### src/rtl/mac1_pkg.sv
// Shared constants and the saturating accumulate helper for the mac1 datapath.
package mac1_pkg;
    localparam int LANES = 3;
    localparam int DW    = 8;
    localparam int ACCW  = 20;
    localparam int PW    = 2 * DW;
    localparam int SW    = PW + $clog2(LANES);

    localparam logic [ACCW-1:0] ACC_MAX = {ACCW{1'b1}};

    // One extra bit catches overflow; acc + s can never exceed 2^(ACCW+1)-1.
    function automatic logic [ACCW-1:0] sat_add(input logic [ACCW-1:0] a,
                                                input logic [SW-1:0]   s);
        logic [ACCW:0] t;
        t = {1'b0, a} + (ACCW + 1)'(s);
        return t[ACCW] ? ACC_MAX : t[ACCW-1:0];
    endfunction
endpackage

### src/rtl/mac1_lane.sv
// One unsigned DW x DW multiplier lane with a registered full-precision product.
module mac1_lane
    import mac1_pkg::*;
(
    input  logic          clk,
    input  logic          rst,
    input  logic [DW-1:0] attr,
    input  logic [DW-1:0] coeff,
    output logic [PW-1:0] prod
);
    logic [PW-1:0] prod_d, prod_q;

    always_comb begin
        prod_d = PW'(attr) * PW'(coeff);
    end

    always_ff @(posedge clk or posedge rst) begin
        if (rst) prod_q <= '0;
        else     prod_q <= prod_d;
    end

    assign prod = prod_q;
endmodule

### src/rtl/mac1_core.sv
// Three-lane unsigned MAC: registered lane products, adder tree, saturating accumulator.
module mac1_core
    import mac1_pkg::*;
(
    input  logic                  clk,
    input  logic                  rst,
    input  logic [LANES*DW-1:0]   inputattr,
    input  logic [LANES*DW-1:0]   inputcoeff,
    output logic [ACCW-1:0]       acc
);
    logic [LANES-1:0][DW-1:0] attr_v, coeff_v;
    logic [LANES-1:0][PW-1:0] prod;
    logic [SW-1:0]            sum;
    logic [ACCW-1:0]          acc_d, acc_q;

    assign attr_v  = inputattr;
    assign coeff_v = inputcoeff;

    for (genvar i = 0; i < LANES; i++) begin : g_lane
        mac1_lane u_lane (
            .clk   (clk),
            .rst   (rst),
            .attr  (attr_v[i]),
            .coeff (coeff_v[i]),
            .prod  (prod[i])
        );
    end

    always_comb begin
        sum = '0;
        for (int i = 0; i < LANES; i++) sum = sum + SW'(prod[i]);
    end

    // Saturation is sticky for free: ACC_MAX + anything re-saturates.
    always_comb begin
        acc_d = sat_add(acc_q, sum);
    end

    always_ff @(posedge clk or posedge rst) begin
        if (rst) acc_q <= '0;
        else     acc_q <= acc_d;
    end

    assign acc = acc_q;
endmodule

### config.mk
export PLATFORM = sky130hd
export DESIGN_NAME = mac1_core
export DESIGN_NICKNAME = d
export VERILOG_FILES = /design/src/rtl/mac1_pkg.sv /design/src/rtl/mac1_lane.sv /design/src/rtl/mac1_core.sv
export SDC_FILE = /design/constraint.sdc
export NUM_CORES = 1
export LEC_CHECK = 0
export CAP_MARGIN = 10
export CORE_UTILIZATION = 40
export DETAILED_ROUTE_END_ITERATION = 8
export PLACE_DENSITY_LB_ADDON = 0.25
export SETUP_SLACK_MARGIN = 0.05
export SLEW_MARGIN = 10
export SYNTH_ARGS = -nofsm -noshare
export SYNTH_HDL_FRONTEND = slang
export SYNTH_SLANG_ARGS = --single-unit
### constraint.sdc
create_clock -name clk -period 3.2 [get_ports clk]
set_clock_uncertainty 0.15 [all_clocks]
set_input_delay 0.8 -clock clk [delete_from_list [all_inputs] [get_ports clk]]
set_output_delay 0.8 -clock clk [all_outputs]
set_load 0.1 [all_outputs]
==> flow_summary.yaml, run 1 <==
drt:
  wl_per_cell_um: 13.4
  drtIter0Drc: 268
  avgViaCountPerCell: 4.64
  num_vias: 7519
  drc_errors: 0
  route.antenna.remaining_nets: 0
  drt_first_pass_iters: 5
  wirelength_um: 21800
synthesis:
  synthTopCellsByArea: "fa_1 29%, dfrtp_1 17%, ha_1 16%, and2_1 9.8%, inv_1 8.5%"
  synth_compound_area_share_pct: 7.17
  synth_cell_types: 52
  synth_top_family_by_area: "adder cells"
  async_flop_share_pct: 100
  synth-xor-area-share_pct: 3.69
  syn_avg_cell_area_um2: 9.59
  ys_seq_area_share_pct: 17.5
  synth_enable_flop_cells: 0
  syn_area_mm2: 0.00972
  synth_nets: 1331
  synthFlopType: "dfrtp_1"
  synth_top_area_cell: "fa_1"
  ys_ff_latch: 68
  synthAdderAreaFrac_pct: 45.2
  muxShareOfSynthArea_pct: 0.219
  yosys.area_share.simple_pct: 17.5
  synthDominantCellAreaShare_pct: 28.8
  netlist_instances: 1014
  synth_warnings: 0
run:
  cap_violations: 0
timing:
  timing.hold.ws_ns: 0.476
  hold_viol_final: 0
  slew_viol_final: 0
  timing.slew.headroom_pct: 67.7
  rsz0062_at_grt: "true"
  tightestPinTransition_ns: 0.484
  setup_ws_ns: -1.21
  setup_viol: 55
  period_share_pct: 138
  fin_crit_ns: 4.41
  max_freq_mhz: 227
clocking:
  numCtsBuffers: 9
  clock_sinks: 68
  clk_pin_slew_ns: 0.06
  clk_latency_ns: 0.34
  cts_buffer_depth: 2
  htreeDepth: 3
  cts_tree: "built"
  hold_buffers: 0
  clockRootBuffer: "clkbuf_16"
status:
  violations: "setup timing"
  status: "finished with violations"
layout:
  mostFrequentLayoutCell: "inv_1"
  antenna_cells: 0
  final_cell_mix: "186 x inv_1, 179 x buf_4, 126 x fa_1"
  final_core_util_pct: 59.2
  final_nets: 1614
  drive_gt1_share_pct: 40.3
  area_growth_pct: 44.2
  nFillCells: 2028
global_route:
  antenna_found_initial: 0
  grt_usage_pct: 19.0
  grt_max_degree: 38
  globalRouteOverflowTotal: 0
  grt_pass1_wl_um: 37300
  grt_pass1_vias: 7793
floorplanning:
  io_pins: 70
  die_x_um: 158
  num_rows: 56
  die-area_mm2: 0.0249
  die_y_um: 158
  initial_core_util_pct: 41.1
  core-area_mm2: 0.0237
worst_setup_path:
  critPathTopFamily: "adder cells"
  crit_type: "input pin to flop"
  crit_required_ns: 3.32
  cp.buffers_inverters: 5
  path_max_fanout: 3
  crit_path_cell_trace: "buf_8 -> nand2_4 -> fa_1 -> fa_1 -> inv_2 -> fa_1 -> inv_1 -> fa_1 -> inv_2 -> ha_4 -> buf_6 -> o21a_1 -> o31a_1 -> o211ai_1 -> nand2_2 -> a41oi_2 -> nor2b_2 -> xnor2_1"
  critPathArrivalTime_ns: 4.53
  worstSetupStartpointType: "input pin"
  cp_slowest_cell: "fa_1"
  critPathCaptureType: "flop"
  path_common_cell: "fa_1"
  slowest_delay_ns: 0.56
worst_hold_path:
  hold_path.class: "flop to flop"
placement:
  pre_cts_slack_ns: -2.12
  gp_congestion: 0.815
  dpl.hpwl_um: 17700
  portBuffers: 69
[tightest hold or removal path, stage by stage (launching register included)]
cell	delay (ns)
dfrtp_1	0.36
ha_1	0.13
nand2b_1	0.09
[layout make-up]
type                       instances  area (um^2)  share of cell area, %
inverter                         220          826                   5.89
clock inverter                     7          123                  0.874
clock buffer                       9          225                   1.61
sequential                        68         1720                   12.3
timing repair buffer             275         2480                   17.7
multi-input combinational        723         8250                   58.8
tap                              319          399                   2.85
[synth_stat cells (2+ instances only)]
master / number
a211oi_1: 3
a21o_1: 7
a21oi_1: 29
a311o_1: 3
a31oi_1: 6
a41oi_1: 2
and2_1: 153
and4_1: 2
dfrtp_1: 68
fa_1: 140
ha_1: 127
inv_1: 220
nand2_1: 65
nand2_2: 7
nand2b_1: 5
nand3_1: 6
nand3b_1: 3
nor2_1: 33
nor2b_1: 11
nor3_1: 15
nor4_1: 3
o211ai_1: 6
o21a_1: 9
o21ai_0: 15
o21ai_1: 2
o21ai_2: 3
o21bai_1: 2
o31a_1: 4
o41ai_1: 2
or3_1: 2
xnor2_1: 32
xor2_1: 9
[worst paths after layout]
| kind | startpoint | slack [ns] | cells past startpoint | to |
|---|---|---|---|---|
| worst min register to register | g_lane[2].u_lane.prod[0]$_DFF_PP0_ | 0.48 | 2 | acc[0]$_DFF_PP0_ |
| worst max-delay path | inputcoeff[7] | -1.21 | 18 | g_lane[0].u_lane.prod[13]$_DFF_PP0_ |
| max in group asynchronous | rst | 1.65 | 3 | acc[13]$_DFF_PP0_ |
| worst max register to register | acc[5]$_DFF_PP0_ | -0.31 | 13 | acc[14]$_DFF_PP0_ |
| min in group asynchronous | rst | 0.66 | 2 | g_lane[0].u_lane.prod[1]$_DFF_PP0_ |
| worst min-delay path | g_lane[2].u_lane.prod[0]$_DFF_PP0_ | 0.48 | 2 | acc[0]$_DFF_PP0_ |
[sequential cells by signal, summed over array words and instances, names as in the netlist]
signal,cells
g_lane.u_lane.prod,48
acc,20
[stage by stage]
| stage | cells | TNS (ns) | cell area (um^2) |
|---|---|---|---|
| after floorplan | 1014 | -30.02 | 10100 |
| after global placement | 1579 | -62.19 | 12500 |
| after detailed placement | 1579 | -62.74 | 12500 |
| after CTS | 1618 | -29.47 | 13700 |
| after global routing | 1621 | -37.23 | 14000 |
| final | 1621 | -30.73 | 14000 |
[metal layers]
metal | track usage [%] | wire (um) | up-vias
met2 | 31.3 | 10500 | 83
met1 | 27.1 | 10600 | 3684
li1 | - | - | 3738
met3 | 2.38 | 517 | 14
met4 | 3.19 | 173 | 0
met5 | 0 | 0 | -
[repair_timing]
item,CTS,global route
pin swaps,136,101
endpoints found under the hold margin,0,0
setup endpoints to repair,56,56
resized for setup,391,95
buffers inserted,31,10
cloned,0,0
[kinds of logic (layout without fill, tap and decap cells)]
kind of cell,count (synthesis),in the layout
xor+xnor,41,41
fa+ha+maj,267,267
flops,68,68
mux,2,2
simple gates,311,311
compound gates,102,102
buf+inv,223,511
Power of run 1 is left out: the tool's default activity adds up to more than one toggle a clock period on the data nets, which glitch-free logic cannot reach.
==> inputs of run 2 (changes only) <==
ABC_AREA = 1   (was default)
clock period = 5.2 ns   (was 3.2 ns; I/O delays follow)
==> run 2 against run 1 <==
- the flow finishes with violations (DRC)
- via count up 13%
- global-route usage down 0.44 points
- die area up 9.6%
- routed wire length up 6.1%
- hold slack worse by 0.054 ns
- register-to-register slack better by 1.6 ns
- core utilization down 10 points
- final area down 8.7%
- critical path type unchanged
==> flow_summary.yaml, run 2 <==
synthesis:
  synthTopCellsByArea: "fa_1 26%, dfrtp_1 16%, inv_1 15%, ha_1 15%, nand2_1 12%"
  async_flop_share_pct: 100
  synth_warnings: 0
  synthDominantCellAreaShare_pct: 26.3
  netlist_instances: 1403
  synth_common_cells: "427 x inv_1, 338 x nand2_1, 140 x fa_1, 127 x ha_1, 68 x dfrtp_1"
  synth_top_area_cell: "fa_1"
  synth_cell_types: 32
  synth_nets: 1720
  syn_area_mm2: 0.0107
  synth_enable_flop_cells: 0
  post-synth-top-count-cell: "inv_1"
  synthFlopType: "dfrtp_1"
  ys_seq_area_share_pct: 16.0
  ys_ff_latch: 68
  syn_avg_cell_area_um2: 7.60
layout:
  final_cell_mix: "426 x inv_1, 338 x nand2_1, 140 x fa_1"
  final_nets: 1860
  largest_register_ffs: 48
  final_core_util_pct: 49.0
  ff_latch_area_mm2: 0.00170
  antenna_cells: 0
  area_growth_pct: 20.1
  mostFrequentLayoutCell: "inv_1"
  nFillCells: 2568
  drive_gt1_share_pct: 10.8
  multi_input_area_mm2: 0.00718
timing:
  fin_crit_ns: 4.96
  max_freq_mhz: 202
  tightestPinTransition_ns: 1.05
  period_share_pct: 95.4
  setup_viol: 0
  fin_setup_tns_ns: 0
  timing.slew.headroom_pct: 30.0
  timing.hold.ws_ns: 0.422
  slew_viol_final: 0
  hold_viol_final: 0
  rsz0062_at_grt: "false"
global_route:
  grt_pass1_wl_um: 40200
  antenna_found_initial: 0
  globalRouteOverflowTotal: 0
  grt_pass1_vias: 8530
  grt_usage_pct: 18.6
  grt_max_degree: 48
worst_setup_path:
  reg2regPathDepth: 14
  crit_required_ns: 5.27
  critPathArrivalTime_ns: 5.03
  path_depth: 15
  cp_slowest_cell: "clkdlybuf4s50_1"
  path_max_fanout: 4
  path_common_cell: "fa_1"
  critPathCaptureType: "flop"
  slowest_delay_ns: 0.57
  cp.buffers_inverters: 4
  crit_path_cell_trace: "clkdlybuf4s50_1 -> nand2_1 -> fa_1 -> fa_1 -> inv_1 -> fa_1 -> inv_1 -> fa_1 -> inv_1 -> ha_1 -> a21oi_1 -> o21ai_1 -> nand2_1 -> nand3_1 -> xor2_1"
  crit_type: "input pin to flop"
  rrSetupSlack_ns: 1.30
  critPathTopFamily: "adder cells"
  worstSetupStartpointType: "input pin"
drt:
  wl_per_cell_um: 12.3
  avgViaCountPerCell: 4.51
  route.antenna.remaining_nets: 0
  wirelength_um: 23100
  drc_errors: 6
  num_vias: 8491
  drtIter0Drc: 337
  drt_first_pass_iters: 7
clocking:
  htreeDepth: 3
  cts_tree: "built"
  hold_buffers: 0
  clock_sinks: 68
  numCtsBuffers: 9
  cts_setup_buffers: 0
  clk_pin_slew_ns: 0.06
  cts_buffer_depth: 2
  clk_latency_ns: 0.34
  clockRootBuffer: "clkbuf_16"
  post_cts_resize_count: 0
floorplanning:
  core-area_mm2: 0.0261
  io_pins: 70
  die-area_mm2: 0.0273
  initial_core_util_pct: 40.8
  die_y_um: 165
  num_rows: 59
  die_x_um: 165
worst_hold_path:
  hold_path.class: "flop to flop"
  whs_path_depth: 3
run:
  cap_violations: 0
placement:
  gp_congestion: 0.929
  portBuffers: 69
  dpl.hpwl_um: 20200
status:
  status: "finished with violations"
  violations: "DRC"
## run 2: cell count changes after synthesis, sizes merged, moves of 9 or more
cell    previous run  this run
clkbuf             1        44
xor2               9        18
o21a               9         0
xnor2             32        22
nor2              33        52
and2             154         1
nand2             72       353
nor2b             11         0
nand3              6        49
inv              220       428
## run 2: path summary, 6_finish.rpt
path                                                         start                                  end
worst max register to register                   acc[10]$_DFF_PP0_                     acc[3]$_DFF_PP0_
worst min-delay path            g_lane[2].u_lane.prod[0]$_DFF_PP0_                     acc[0]$_DFF_PP0_
worst max-delay path                                 inputattr[17]  g_lane[2].u_lane.prod[12]$_DFF_PP0_
min in group asynchronous                                      rst  g_lane[2].u_lane.prod[13]$_DFF_PP0_
max in group asynchronous                                      rst                    acc[18]$_DFF_PP0_
worst min register to register  g_lane[2].u_lane.prod[0]$_DFF_PP0_                     acc[0]$_DFF_PP0_
## run 2: per-stage QoR
stage | instance area [um^2] | setup slack, ns | std cells
2_1_floorplan | 10700 | 0.368 | 1403
3_3_place_gp | 12400 | -0.237 | 1867
3_5_place_dp | 12400 | -0.254 | 1867
4_1_cts | 12700 | 0.102 | 1882
5_1_grt | 12800 | 0.0563 | 1882
6_report | 12800 | 0.240 | 1882
## run 2: worst min-delay path, stage by stage (launching register included)
cell	delay (ns)
dfrtp_1	0.33
ha_1	0.12
inv_1	0.04
nand2_2	0.05
## run 2: per-layer routing
metal / wire length [um] / vias to the layer above / global-route usage (%)
met5: 0 / - / 0
met4: 369 / 0 / 3.76
met3: 792 / 21 / 2.52
met2: 10300 / 126 / 29.7
met1: 11700 / 4006 / 26.9
li1: - / 4338 / -
## run 2: cell type report
| class | count | share of cell area [%] |
|---|---|---|
| multi-input combinational | 857 | 56.1 |
| sequential | 68 | 13.3 |
| inverter | 428 | 12.5 |
| timing repair buffer | 179 | 12.3 |
| tap | 335 | 3.27 |
| clock buffer | 9 | 1.76 |
| clock inverter | 6 | 0.703 |
## run 2: kinds of logic (layout without fill, tap and decap cells)
group                      count (synthesis)  after routing  synth area share, %
buffers and inverters                    478            622                 17.0
and+or+nand+nor                          475            475                 18.8
adders and majority gates                267            267                 41.2
AOI/OAI and AO/OA                         75             75                 3.81
DFF                                       68             68                 16.0
xor gates and xnor gates                  40             40                 3.28
Power of run 2 is left out for the same reason.
